$ cat config.mk
export PLATFORM = sky130hd
export DESIGN_NAME = aftab_resp_demux2
export DESIGN_NICKNAME = d
export VERILOG_FILES = /design/src/rtl/aftab_resp_demux2_pkg.sv /design/src/rtl/aftab_resp_demux2_tag_fifo.sv /design/src/rtl/aftab_resp_demux2.sv
export SDC_FILE = /design/constraint.sdc
export NUM_CORES = 1
export LEC_CHECK = 0
export ABC_AREA = 1
export CORE_MARGIN = 3
export CORE_UTILIZATION = 50
export CTS_CLUSTER_DIAMETER = 150
export DETAILED_ROUTE_END_ITERATION = 12
export PLACE_DENSITY = 0.93
export SLEW_MARGIN = 20
export SYNTH_ARGS = -nofsm -noshare
export SYNTH_HDL_FRONTEND = slang
export SYNTH_SLANG_ARGS = --single-unit
$ cat constraint.sdc
create_clock -name clk -period 3.6 [get_ports clk]
set_input_delay 0.54 -clock clk [delete_from_list [all_inputs] [get_ports clk]]
set_output_delay 0.54 -clock clk [all_outputs]
set_load 0.05 [all_outputs]
$ cat src/rtl/aftab_resp_demux2_pkg.sv
// ---------------------------------------------------------------------------
// aftab_resp_demux2_pkg
//   Shared owner encodings for the memory port. The request-side 2:1 mux uses
//   the same values on its select input, so a tag recorded here matches the
//   requester that the mux granted.
//     AFTAB_REQ_I0 : instruction fetch
//     AFTAB_REQ_I1 : data access (LSU)
// ---------------------------------------------------------------------------
package aftab_resp_demux2_pkg;

    localparam logic AFTAB_REQ_I0 = 1'b0;
    localparam logic AFTAB_REQ_I1 = 1'b1;

endpackage : aftab_resp_demux2_pkg

$ cat src/rtl/aftab_resp_demux2_tag_fifo.sv
// ---------------------------------------------------------------------------
// aftab_tag_fifo
//   Small in-order FIFO that records the owner tag of each issued request.
//   The head is presented combinationally so that a response can be routed
//   in the same cycle it arrives.
//   Ports:
//     clk   in   1              rising-edge clock
//     rst   in   1              synchronous reset, active-low
//     push  in   1              write din at the tail (ignored when full)
//     pop   in   1              drop the head entry (ignored when empty)
//     din   in   width          tag to store
//     dout  out  width          head tag, combinational
//     full  out  1              count == depth
//     empty out  1              count == 0
//     count out  clog2(depth+1) number of stored entries
// ---------------------------------------------------------------------------
module aftab_tag_fifo #(
    parameter int width = 1,
    parameter int depth = 4
) (
    input  logic                           clk,
    input  logic                           rst,
    input  logic                           push,
    input  logic                           pop,
    input  logic [width-1:0]               din,
    output logic [width-1:0]               dout,
    output logic                           full,
    output logic                           empty,
    output logic [$clog2(depth+1)-1:0]     count
);

    localparam int PW = $clog2(depth);
    localparam int CW = $clog2(depth+1);
    localparam logic [CW-1:0] FULL_CNT = CW'(depth);

    logic [width-1:0] r_mem [depth];
    logic [PW-1:0]    r_wr_ptr;
    logic [PW-1:0]    r_rd_ptr;
    logic [CW-1:0]    r_count;
    logic             w_do_push;
    logic             w_do_pop;

    assign full      = (r_count == FULL_CNT);
    assign empty     = (r_count == '0);
    assign count     = r_count;
    assign dout      = r_mem[r_rd_ptr];
    assign w_do_push = push && !full;
    assign w_do_pop  = pop && !empty;

    // Pointers are exactly log2(depth) bits, so the +1 wraps mod depth for free.
    always_ff @(posedge clk) begin
        // NOTE: sequential state uses non-blocking assignments so every flop
        // samples the pre-edge values, independent of statement order.
        if (!rst) begin
            r_wr_ptr <= '0;
            r_rd_ptr <= '0;
            r_count  <= '0;
        end else begin
            if (w_do_push) begin
                r_wr_ptr <= r_wr_ptr + PW'(1);
            end
            if (w_do_pop) begin
                r_rd_ptr <= r_rd_ptr + PW'(1);
            end
            case ({w_do_push, w_do_pop})
                2'b10:   r_count <= r_count + CW'(1);
                2'b01:   r_count <= r_count - CW'(1);
                default: r_count <= r_count;
            endcase
        end
    end

    // NOTE: the storage array has no reset; an entry is only ever read after
    // it was written, because dout is used only while count is non-zero.
    always_ff @(posedge clk) begin
        if (w_do_push) begin
            r_mem[r_wr_ptr] <= din;
        end
    end

endmodule : aftab_tag_fifo

$ cat src/rtl/aftab_resp_demux2.sv
// ---------------------------------------------------------------------------
// aftab_resp_demux2
//   Return path of the shared memory port. Each accepted request pushes its
//   owner (i0 = fetch, i1 = data) into a tag FIFO; each in-order response pops
//   the head tag and is steered to that owner as a registered data/valid pair
//   one cycle later. A response with nothing outstanding sets a sticky error.
//   Ports:
//     clk         in   1               rising-edge clock
//     rst         in   1               synchronous reset, active-low
//     reqValid    in   1               request issued to memory this cycle
//     reqSel      in   1               owner of that request
//     reqReady    out  1               tag queue not full (count only)
//     respValid   in   1               memory response this cycle
//     respData    in   size            response data
//     o0Valid     out  1               pulse: new response for i0
//     o0Data      out  size            last response routed to i0
//     o1Valid     out  1               pulse: new response for i1
//     o1Data      out  size            last response routed to i1
//     outstanding out  clog2(depth+1)  requests awaiting response
//     errOrphan   out  1               sticky: response with nothing outstanding
// ---------------------------------------------------------------------------
module aftab_resp_demux2
    import aftab_resp_demux2_pkg::*;
#(
    parameter int size  = 32,
    parameter int depth = 4
) (
    input  logic                         clk,
    input  logic                         rst,
    input  logic                         reqValid,
    input  logic                         reqSel,
    output logic                         reqReady,
    input  logic                         respValid,
    input  logic [size-1:0]              respData,
    output logic                         o0Valid,
    output logic [size-1:0]              o0Data,
    output logic                         o1Valid,
    output logic [size-1:0]              o1Data,
    output logic [$clog2(depth+1)-1:0]   outstanding,
    output logic                         errOrphan
);

    logic            w_full;
    logic            w_empty;
    logic            w_push;
    logic            w_pop;
    logic            w_orphan;
    logic            w_head;
    logic            w_route0;
    logic            w_route1;
    logic            r_o0_valid;
    logic            r_o1_valid;
    logic [size-1:0] r_o0_data;
    logic [size-1:0] r_o1_data;
    logic            r_err_orphan;

    // Ready depends only on the stored count: a same-cycle response does not
    // free a slot for a same-cycle request.
    assign reqReady = !w_full;
    assign w_push   = reqValid && !w_full;
    // Emptiness is judged before this cycle's push, so a response can never
    // match a request issued in the same cycle.
    assign w_pop    = respValid && !w_empty;
    assign w_orphan = respValid && w_empty;

    aftab_tag_fifo #(
        .width (1),
        .depth (depth)
    ) u_tag_fifo (
        .clk   (clk),
        .rst   (rst),
        .push  (w_push),
        .pop   (w_pop),
        .din   (reqSel),
        .dout  (w_head),
        .full  (w_full),
        .empty (w_empty),
        .count (outstanding)
    );

    always_comb begin
        // NOTE: every combinational output gets a default first, so no path
        // leaves it unassigned and no latch is inferred.
        w_route0 = 1'b0;
        w_route1 = 1'b0;
        if (w_pop) begin
            w_route0 = (w_head == AFTAB_REQ_I0);
            w_route1 = (w_head == AFTAB_REQ_I1);
        end
    end

    always_ff @(posedge clk) begin
        if (!rst) begin
            r_o0_valid   <= 1'b0;
            r_o1_valid   <= 1'b0;
            r_o0_data    <= '0;
            r_o1_data    <= '0;
            r_err_orphan <= 1'b0;
        end else begin
            r_o0_valid <= w_route0;
            r_o1_valid <= w_route1;
            // Data registers only load for their own owner and otherwise hold.
            if (w_route0) begin
                r_o0_data <= respData;
            end
            if (w_route1) begin
                r_o1_data <= respData;
            end
            if (w_orphan) begin
                r_err_orphan <= 1'b1;
            end
        end
    end

    assign o0Valid   = r_o0_valid;
    assign o0Data    = r_o0_data;
    assign o1Valid   = r_o1_valid;
    assign o1Data    = r_o1_data;
    assign errOrphan = r_err_orphan;

endmodule : aftab_resp_demux2
==> results_dict.tcl <==
set metrics [dict create \
    fp.dieW_um 92.9 \
    slowest_delay_ps 530 \
    yosys_warnings 0 \
    ys_top_cells_by_area "dfxtp_1 40%, nand3_2 9.3%, nand2_1 7.8%" \
    clock_latency_ps 330 \
    synthArstFlopShare_pct 0 \
    io_buffer_count 107 \
    post-route-period-util_pct 62.9 \
    arrival_ps 2490 \
    hold_buffers 0 \
    timing.final.ws_setup_ps 1340 \
    reg2reg_depth 7 \
    final_nets 607 \
    slew_headroom_pct 46.5 \
    max_freq_mhz 442 \
    drtPass1Iterations 4 \
    pin_count 108 \
    grt_pass1_wl_um 13800 \
    dp_hpwl_um 6080 \
    status "finished clean" \
    vias 3235 \
    vias_per_cell 4.84 \
    grt_usage_pct 19.8 \
    cts_resized 0 \
    overflow 0 \
    cts-htree-levels 3 \
    cts_num_sinks 80 \
    synthesis.area_mm2 0.00378 \
    worst_setup_path_end_kind "flop" \
    min_path_cells 2 \
    root_buffer "clkbuf_8" \
    startpoint_type "input port" \
    finalSetupTns_ps 0 \
    synthTopCellsByCount "78 x nand2_1, 78 x nor2_1, 76 x dfxtp_1" \
    ys_seq_area_share_pct 43.5 \
    instances_no_fill 668 \
    antennaDiodeCount 0 \
    clk_path_buf_depth 2 \
    slew_violations 0 \
    yosysTopAreaCell "dfxtp_1" \
    cts_buffers 9 \
    path_cells "clkdlybuf4s50_1, nand2_4, clkinv_2, ha_1, inv_1, fa_1, nand2_1, nand3_1, o21ai_0, a21oi_1" \
    crit_buf_inv 3 \
    cts_setup_buffers 0 \
    num_rows 31 \
    antenna_found_initial 0 \
    leakagePower_nw 2.03 \
    vdd_ir_drop_max_uv 465 \
    min_from "errOrphan$_SDFFE_PN0P_" \
    fin_skew_ps 7.72 \
    tightest_slew_ps 801 \
    start_util_pct 51.8 \
    worstSetupPathType "input port to flop" \
    ys_seq_elements 80 \
    wirelength_um 8520 \
    layout-drive-gt1-share_pct 16.7 \
    syn_to_final_growth_pct 30.7 \
    crit_family "buffers and inverters" \
    rsz0062_at_grt "false" \
    synthCells 472 \
    die_area_mm2 0.00863 \
    grt_max_degree 46 \
    dp.cells 652 \
    clk_pin_slew_ps 80 \
    cp.required_ps 3820 \
    setup_viol 0 \
    synth_top_flop_cell "dfxtp_1" \
    globalplace.congestion 0.795 \
    startpoint "respValid" \
    syn-num-nets 515 \
    grt_pass1_vias 3026 \
    dp_slack_ps 1020 \
    avgSynthCellArea_um2 8.00 \
    core_area_mm2 0.00729 \
    worst_path_max_delay_cell "clkdlybuf4s50_1" \
    hold_viol 0 \
    cap_violations 0 \
    fin_crit_ps 2260 \
    tritoncts "yes" \
    wl_per_cell_um 12.8 \
    cp_max_fo 14 \
    min_path_type "flop to flop" \
    synth_top_area_share_pct 40.3 \
    drtIter0Drc 106 \
    route.detailed.drc 0 \
    die_y_um 92.9 \
    powerDensity_mw_per_mm2 882 \
    crit_cells 10 \
    ant_nets 0 \
    synth_edf_count 4 \
    ys_types 25 \
]
stage by stage:
step	power (mW)	hold slack [ps]	utilization, %	instance area (µm²)
after floorplan	3.21	454	-	3780
after CTS	4.40	467	67.7	4930
after detailed placement	3.71	454	64.8	4730
after global routing	4.61	499	67.7	4930
after global placement	3.65	444	64.8	4730
final	4.35	464	67.7	4930
registers in the layout (all words and copies together) (netlist names), named ones only:
name                 count
u_tag_fifo.r_rd_ptr      2
o0Valid                  1
u_tag_fifo.r_wr_ptr      2
o1Data                  32
errOrphan                1
u_tag_fifo.r_mem         4
o1Valid                  1
o0Data                  32
u_tag_fifo.count         3
layout make-up:
class / instances / area (µm²)
Clock buffer: 12 / 155
Clock inverter: 4 / 52.6
Fill cell: 638 / 2360
Inverter: 51 / 193
Multi-Input combinational cell: 309 / 1660
Sequential cell: 80 / 1640
Tap cell: 99 / 124
Timing Repair Buffer: 113 / 1110
placed cells by master, fill, tap and decap left out, drive strengths merged:
| master | instances |
|---|---|
| xor2 | 1 |
| ha | 5 |
| buf | 7 |
| clkbuf | 12 |
| clkinv | 1 |
| clkdlybuf4s50 | 106 |
| edfxtp | 4 |
| clkinvlp | 3 |
| dfxtp | 76 |
| o21ai | 6 |
| bufinv | 1 |
| nand3 | 69 |
| nor2 | 102 |
| fa | 1 |
| nand2 | 82 |
| nor3 | 2 |
| a21oi | 41 |
| inv | 50 |
worst reg2reg max path: stages, from the launching register on:
cell	delay [ps]
dfxtp_1	340
inv_2	70
nand2_1	60
nand3_1	90
nand2_2	410
nor2_4	790
nor2_1	140
nor2_2	130
path summary, 6_finish.rpt:
path / end / slack (ps)
setup / recovery: u_tag_fifo.count[2]$_SDFFE_PN0P_ / 1340
hold / removal: errOrphan$_SDFFE_PN0P_ / 460
setup reg to reg: o1Data[24]$_SDFFE_PN0P_ / 1500
hold reg to reg: errOrphan$_SDFFE_PN0P_ / 460
power breakdown:
part           switching, mW  internal [mW]
clock                  0.317          0.359
sequential             0.148           1.14
combinational           1.64          0.746
total                   2.11           2.25
layer usage:
| layer | wire [µm] | track usage (%) | vias up |
|---|---|---|---|
| li1 | - | - | 1652 |
| met1 | 3460 | 22.9 | 1494 |
| met4 | 88 | 7.08 | 0 |
| met3 | 503 | 4.31 | 6 |
| met2 | 4460 | 35.8 | 83 |
| met5 | 0 | 0 | - |
cell families after synthesis:
kind of cell	synth area share [%]
buf+inv	12.6
simple gates	34.5
xor+xnor	0.232
fa+ha+maj	2.19
compound gates	7.02
flops	43.5
(Power assumes the default switching activity.)
